**config.mk**
```make
export PLATFORM = sky130hd
export DESIGN_NAME = dsp_reg_file
export DESIGN_NICKNAME = d
export VERILOG_FILES = /design/src/rtl/dsp_reg_file.sv
export SDC_FILE = /design/constraint.sdc
export NUM_CORES = 1
export LEC_CHECK = 0
export BUFFER_PORTS_ARGS = -buffer_cell sky130_fd_sc_hd__buf_2
export CORE_MARGIN = 4
export CORE_UTILIZATION = 50
export CTS_CLUSTER_DIAMETER = 50
export DETAILED_ROUTE_END_ITERATION = 7
export GPL_ROUTABILITY_DRIVEN = 0
export GPL_TIMING_DRIVEN = 0
export PLACE_DENSITY_LB_ADDON = 0.3
export SETUP_SLACK_MARGIN = 0.2
export SLEW_MARGIN = 40
export SYNTH_ARGS = -nofsm -noshare
export SYNTH_HDL_FRONTEND = slang
export SYNTH_SLANG_ARGS = --single-unit
```
**constraint.sdc**
```tcl
create_clock -name clk -period 10.2 [get_ports clk]
set_clock_uncertainty 0.05 [all_clocks]
set_input_delay 0 -clock clk [delete_from_list [all_inputs] [get_ports clk]]
set_output_delay 0 -clock clk [all_outputs]
set_load 0.03 [all_outputs]
```
**src/rtl/dsp_reg_file.sv**
```systemverilog
// dsp_reg_file
//   Register file for the DSP pipeline. It has two combinational read ports
//   with a same-cycle write-back bypass. A load scoreboard drives the
//   load-use interlock.
//
// Ports
//   clk, rst        single clock; asynchronous active-high reset
//   rd_addr_a/b     read indices (decode sources 1 and 2)
//   rd_use_a/b      operand actually needed by the decoding instruction
//   rd_data_a/b     read data (R0 reads 0; write-back data bypassed)
//   wb_en/addr/data write-back from the memory stage
//   issue_valid     decode issues an instruction this cycle
//   issue_is_load   issued instruction is a load
//   issue_dest      destination of the issued instruction
//   stall           load-use interlock; decode holds while 1
//   pending         scoreboard, bit i = load outstanding to Ri
module dsp_reg_file #(
   parameter int unsigned REG_WORD_LEN = 16,
   parameter int unsigned REG_ADDR_LEN = 4
) (
   input  logic                          clk,
   input  logic                          rst,
   input  logic [REG_ADDR_LEN-1:0]       rd_addr_a,
   input  logic [REG_ADDR_LEN-1:0]       rd_addr_b,
   input  logic                          rd_use_a,
   input  logic                          rd_use_b,
   output logic [REG_WORD_LEN-1:0]       rd_data_a,
   output logic [REG_WORD_LEN-1:0]       rd_data_b,
   input  logic                          wb_en,
   input  logic [REG_ADDR_LEN-1:0]       wb_addr,
   input  logic [REG_WORD_LEN-1:0]       wb_data,
   input  logic                          issue_valid,
   input  logic                          issue_is_load,
   input  logic [REG_ADDR_LEN-1:0]       issue_dest,
   output logic                          stall,
   output logic [(2**REG_ADDR_LEN)-1:0]  pending
);

   localparam int unsigned NUM_REGS = 2**REG_ADDR_LEN;

   logic [REG_WORD_LEN-1:0] regs [NUM_REGS];
   logic [NUM_REGS-1:0]     sb_q;
   logic [NUM_REGS-1:0]     sb_d;
   logic                    hit_a;
   logic                    hit_b;
   logic                    load_set;

   // Register array; R0 is never written, so it stays at its reset value of 0.
   always_ff @(posedge clk or posedge rst) begin
      if (rst) begin
         for (int unsigned i = 0; i < NUM_REGS; i++) begin
            regs[i] <= '0;
         end
      end else if (wb_en && (wb_addr != '0)) begin
         regs[wb_addr] <= wb_data;
      end
   end

   assign hit_a = wb_en && (wb_addr == rd_addr_a);
   assign hit_b = wb_en && (wb_addr == rd_addr_b);

   always_comb begin
      rd_data_a = regs[rd_addr_a];
      if (rd_addr_a == '0) begin
         rd_data_a = '0;
      end else if (hit_a) begin
         rd_data_a = wb_data;
      end
   end

   always_comb begin
      rd_data_b = regs[rd_addr_b];
      if (rd_addr_b == '0) begin
         rd_data_b = '0;
      end else if (hit_b) begin
         rd_data_b = wb_data;
      end
   end

   // A write-back to the awaited register releases the interlock in the same
   // cycle, because the bypass already supplies the data.
   assign stall = (rd_use_a && sb_q[rd_addr_a] && !hit_a) ||
                  (rd_use_b && sb_q[rd_addr_b] && !hit_b);

   assign load_set = issue_valid && issue_is_load && !stall;

   // The set is applied after the clear, so a new load to the register being
   // written back leaves its bit set.
   always_comb begin
      sb_d = sb_q;
      if (wb_en) begin
         sb_d[wb_addr] = 1'b0;
      end
      if (load_set) begin
         sb_d[issue_dest] = 1'b1;
      end
      sb_d[0] = 1'b0;
   end

   always_ff @(posedge clk or posedge rst) begin
      if (rst) begin
         sb_q <= '0;
      end else begin
         sb_q <= sb_d;
      end
   end

   assign pending = sb_q;

endmodule
```
* Word-level counts from Yosys, hierarchy flattened
Index checks and enable logic that the tools add are counted.
** Word-level totals
- Register bits :: 271
- Output and inout port bits :: 49
** Operators by class
- Order comparisons :: 10
- Equal/unequal tests :: 2
- Multiplexer cells :: 23
- Bitwise operators :: 6
- Reduce and logical (&&, ||, !) cells :: 19
** Operator list (number)
- $bwmux W256 :: 1
- $mux W16 :: 11
- $bmux W16 S4 :: 2
- $demux W16 S4 :: 1
- $lt A4 B5 Y1 const B :: 4
- $and A16 B16 Y16 :: 1
- $not A16 Y16 :: 1
- $or A16 B16 Y16 :: 1
- $ge A5 B5 Y1 const B :: 3
- $not A4 Y5 :: 3
- $logic_and A1 B1 Y1 :: 12
- $bmux W1 S4 :: 2
- $demux W1 S4 :: 2
- $eq A4 B4 Y1 :: 2
- $ge A4 B1 Y1 const B :: 2
- $logic_not A4 Y1 :: 2
- $lt A5 B1 Y1 const B :: 1
- $mux W1 :: 4
- $reduce_bool A4 Y1 :: 1
- $logic_not A1 Y1 :: 3
- $logic_or A1 B1 Y1 :: 1

* Depth between registers and ports, before layout
- Depth in word-level cells :: 9
- Gate-level depth with buffers :: 8

* Least setup slack after synthesis
No wires, ideal clock.
- Path kind :: reg-to-reg
- Start :: register sb_q[11] (netlist: pending[11])
- End :: register sb_q[11] (netlist: pending[11])
- Library setup time :: 0.068 ns
- Arrival :: 1.877 ns
- Path slack :: 8.205 ns
- Stages on the path, launching flop included :: 7
- Period minus slack after synthesis :: 1.995 ns
- Cell sequence :: dfrtp_1 > mux4_1 > mux2i_1 > mux2i_1 > a32oi_2 > buf_6 > a32o_1
** Between the ends
- Word-level cells in the longest chain between the ends :: 8
- Elaborated cells on any way between the ends :: 15
- Classes of those cells :: mux: 6; bitwise: 2; reduce/logical: 7
** Ends and longest elaborated chain
- start: declaration :: RTL line 42 : logic [NUM_REGS-1:0] sb_q;
- start signal: assignment :: RTL line 102 : sb_q <= '0;
- start signal: assignment :: RTL line 104 : sb_q <= sb_d;
- $bmux W1 S4 (on tied branches) :: RTL line 82, 83
- $mux W1 (on tied branches) :: RTL line 82, 83
- $logic_and A1 B1 Y1 (on tied branches) (2 in a row) :: RTL line 82, 83
- $logic_or A1 B1 Y1 :: RTL line 82 : assign stall = (rd_use_a && sb_q[rd_addr_a] && !hit_a) ||
- $logic_not A1 Y1 :: RTL line 85 : assign load_set = issue_valid && issue_is_load && !stall;
- $logic_and A1 B1 Y1 :: RTL line 85
- $mux W16 (*) :: RTL line 94 : if (load_set) begin
- via sb_d[11] :: RTL line 43 : logic [NUM_REGS-1:0] sb_d;
Mark *: on every way through the listed nets, which the timed path passes. The rest lies on a longest branch. The select of a mux whose other input is x is not followed.
A chain may end at the register's enable or synchronous reset.

* Worst setup path in the final report
- Start :: register sb_q[11] (netlist: pending[11])
- End :: register sb_q[3] (netlist: pending[3])
** Between the ends
- Word-level cells in the longest chain between the ends :: 8
- Elaborated cells on any way between the ends :: 12
- Classes of those cells :: mux: 5; reduce/logical: 7
** Ends and longest elaborated chain (RTL line)
- $bmux W1 S4 (on tied branches) :: 82, 83
- $mux W1 (on tied branches) :: 82, 83
- $logic_and A1 B1 Y1 (on tied branches) (2 in a row) :: 82, 83
- $logic_or A1 B1 Y1 (*) :: 82
- $logic_not A1 Y1 (*) :: 85
- $logic_and A1 B1 Y1 (*) :: 85
- $mux W16 (*) :: 94
- via sb_d[3] :: 43
Marks and branches as above.

==> results summary <==
The count of mapped cells out of synthesis is ~930. The effective utilization at floorplan is 0.505. The largest net degree at the start of global routing came out at 72. Setup repair after global routing left no endpoint under its margin. The final number of max-transition violations is 0. After detailed routing, the number of remaining DRC violations is 0.

The area of the die came out at around 0.033 sq mm. During I/O placement, the number of pins put on the boundary was 88. The routed wire length per instance is 29.8 um. Dividing the synthesized area by the synthesized cell count gives around 16 sq um. The flow ran to the end, and the final reports show no timing, DRC or antenna violations. For the worst setup path, the data required time is 10,600 ps.

Before CTS, the worst setup slack after placement is around 7400 ps. Counting along the longest clock path gives a buffer depth of 3. Measured in cells, the most critical reg-to-reg path has a length of 7. The upper clock frequency limit came out at 0.367 GHz.

The number of buffers created by CTS is 34. The minimum setup slack among reg-to-reg paths is about 7500 ps. The post-place instance area is 0.0160 sq mm. The number of iterations in the first detailed-routing pass is 5. The clock latency reported for the late side of the worst-skew pair came out at 510 ps.

The global-route wire length before repair came out at around 66,000 um. Post-CTS timing repair inserted 0 buffers for setup. The worst reg2reg path endpoint is pending[3]. Counting I/O delays and the setup requirement, the final critical path takes 2730 ps. The largest fanout on the critical path is 10. The number of hold violations in the final report is 0. The startpoint of the lowest-slack register-to-register path is pending[11]. The total of flip-flops plus latches after synthesis came out at 271. Summed over all layers, the routed wires come to roughly 45,000 um. Setup violations remaining at the end of the flow were counted as 0. The top cell types in the final layout, fill and taps aside, are dfrtp_1 (271), mux2_1 (171), mux4_2 (146). The first-iteration detailed-routing DRC count is 749. The distinct cell type count of the synthesized netlist came out at 34. The sum of met2 wire segment lengths after detailed routing is between 20,000 and 25,000 um. The root buffer cell is clkbuf_16. The critical path contains buffers and inverters numbering 2 combined. The clock tree synthesis step divided the H-tree into 2 levels.

The via count of the first global-routing pass came out at 10,300. The via count normalized by instance count is around 6.5. The number of inserted filler cells in the final layout is about 2,300. The length of routed met3 wiring came out at 3590 um.

The clock-pin transition on the worst setup and hold timing paths is ~60 ps. The startpoint kind of the worst setup timing path is a register. The count of input and output buffers came out at between 70 and 80. Setup slack closes at 7470 ps. The timing endpoint of the critical path is pending[3].

For this run, the total global-route usage over all layers was measured as 0.274. The count of max-cap constraint violations is 0. The area inside the core boundary is 0.0296 sq mm. The synthesized cell area is 0.0149 sq mm. The actual transition at the worst max-transition pin came out at 872 ps.

Once detailed placement completed, the half-perimeter wirelength came to 28,600 um. The power per unit of standard cell area is 211 mW/mm^2. The clock drives roughly 270 sinks.

The kind of path behind the tightest hold check is in -> async. The count of antenna-violating nets left after detailed routing came out at 0. The portion of the clock cycle consumed by the worst path in the final layout came out at 0.267. After global routing the overflow that remains totals 0.

The dominant cell type by count on the critical path is mux2i_1. The logic depth of the worst path, buffers included came out at 7. The critical path in this run is classified as reg -> reg. The worst path arrival time came out at 3130 ps. The cell family contributing the most delay on the critical path is multiplexers. During synthesis, Yosys emitted a total of 0 warnings.

The largest vdd supply drop came out at roughly 140 uV. The static leakage is 7.68 nW. The critical path goes through mux4_1 -> mux2i_1 -> mux2i_1 -> a32oi_2 -> buf_6 -> a31o_1 -> dlygate4sd3_1.

The post-layout instance area is 0.0174 sq mm. The number of nets in the layout came out at approximately 1,100. The relative area change from synthesis to final layout is 16.6%. The type of destination of the critical path is a register.

The number of nets in the synthesized netlist is 972. The die is approximately 180 um tall. The maximum single-stage delay on the critical path is 560 ps. The critical path starts at pending[11]. The count of antenna diodes in the layout came out at 0. TritonCTS built the clock tree. The total vias in the final route is 9,664.

In this run the core area contains 63 standard-cell rows. The largest individual stage delay along the critical path comes from the cell mux4_1. The routed length on met1 came out at 17,600 um. The relative max-transition margin is 0.418. The horizontal extent of the die came out at 181 um.

The library cell used most frequently in the layout, excluding fill and tap cells, is dfrtp_1. The sequential area share after synthesis came out at 0.454. The layout cell share with drive strength beyond 1 is 0.390. Routed signal wires occupy layers up through met4. The number of antenna violations at the first check in global routing is 0.
[worst min-delay path by stage]
stage / to / slack (ps) / depth (start not counted) / from
global route: pending[2] / 50 / 3 / rd_use_b
global placement: regs[154] / 280 / 2 / wb_data[10]
finish: regs[27] / 40 / 3 / rst
detailed placement: regs[27] / 40 / 2 / rst
CTS: pending[7] / 20 / 3 / rd_use_b
floorplan: regs[192] / 80 / 1 / wb_data[0]
[cell families (layout without fill, tap and decap cells)]
logic type,after synthesis,after routing,share of synthesized area
AOI/OAI and AO/OA,17,17,0.0115
xor gates and xnor gates,8,8,0.00469
buffers and inverters,114,286,0.0414
DFF,271,271,0.454
muxes,448,448,0.464
other,1,1,0.000251
and+or+nand+nor,74,74,0.0235
[through the flow]
step / cells / setup TNS [ps] / utilization / power, mW / hold WS [ps]
after global placement: 1402 / -139300 / 0.535 / 2.36 / 277
after global routing: 1495 / 0 / 0.589 / 3.82 / 47.9
after CTS: 1495 / 0 / 0.589 / 3.68 / 21.9
after floorplan: 933 / 0 / - / 2.14 / 84.7
after detailed placement: 1409 / 0 / 0.540 / 2.40 / 37.7
final: 1495 / 0 / 0.589 / 3.68 / 35.9
[report_power, final]
part / switching (mW) / internal [mW] / total [mW] / leakage [nW]
clock network: 0.472 / 0.803 / 1.27 / 0.593
logic: 0.419 / 0.494 / 0.913 / 3.72
registers: 0.176 / 1.31 / 1.49 / 3.36
total: 1.07 / 2.61 / 3.68 / 7.68
[layer usage]
metal,up-vias,track usage
met4,0,0.109
met3,120,0.0695
li1,3933,-
met2,435,0.440
met5,-,0
met1,5176,0.363
[registers in the layout, summed over array words and instances (netlist names)]
name,count
pending,15
regs,256
[timing repair]
| action | in CTS | in global routing |
|---|---|---|
| resized for setup | 0 | 0 |
| hold endpoints to repair | 336 | 0 |
| endpoints found under the setup margin | 0 | 0 |
| hold buffers | 24 | 0 |
[layout make-up]
cell class | count | area, sq um | area share
Buffer | 102 | 587 | 0.0337
Clock buffer | 46 | 980 | 0.0563
Clock inverter | 16 | 213 | 0.0122
Inverter | 12 | 52.6 | 0.00302
Multi-Input combinational cell | 548 | 7570 | 0.435
Sequential cell | 271 | 6780 | 0.389
Tap cell | 390 | 488 | 0.0280
Timing Repair Buffer | 110 | 741 | 0.0425
[tightest hold or removal path: stages]
cell	delay [ps]
dlygate4sd3_1	530
buf_2	150
inv_8	330
[synthesized netlist by cell type, drive strengths merged]
cell / count / area, sq um
a31o: 1 / 8.76
a31oi: 1 / 6.26
a32o: 14 / 140
a32oi: 1 / 16.3
and2: 1 / 6.26
buf: 48 / 370
clkbuf: 54 / 203
conb: 1 / 3.75
dfrtp: 271 / 6780
inv: 12 / 45.0
mux2: 240 / 2700
mux2i: 42 / 420
mux4: 166 / 3810
nand2: 5 / 18.8
nand2b: 6 / 37.5
nand3: 3 / 27.5
nand3b: 2 / 15.0
nor2: 44 / 165
nor2b: 4 / 25.0
nor3: 3 / 15.0
nor3b: 3 / 22.5
nor4: 2 / 12.5
or3: 1 / 6.26
xnor2: 2 / 17.5
xor2: 6 / 52.6
Note: power is estimated with default switching activity, not from simulation.
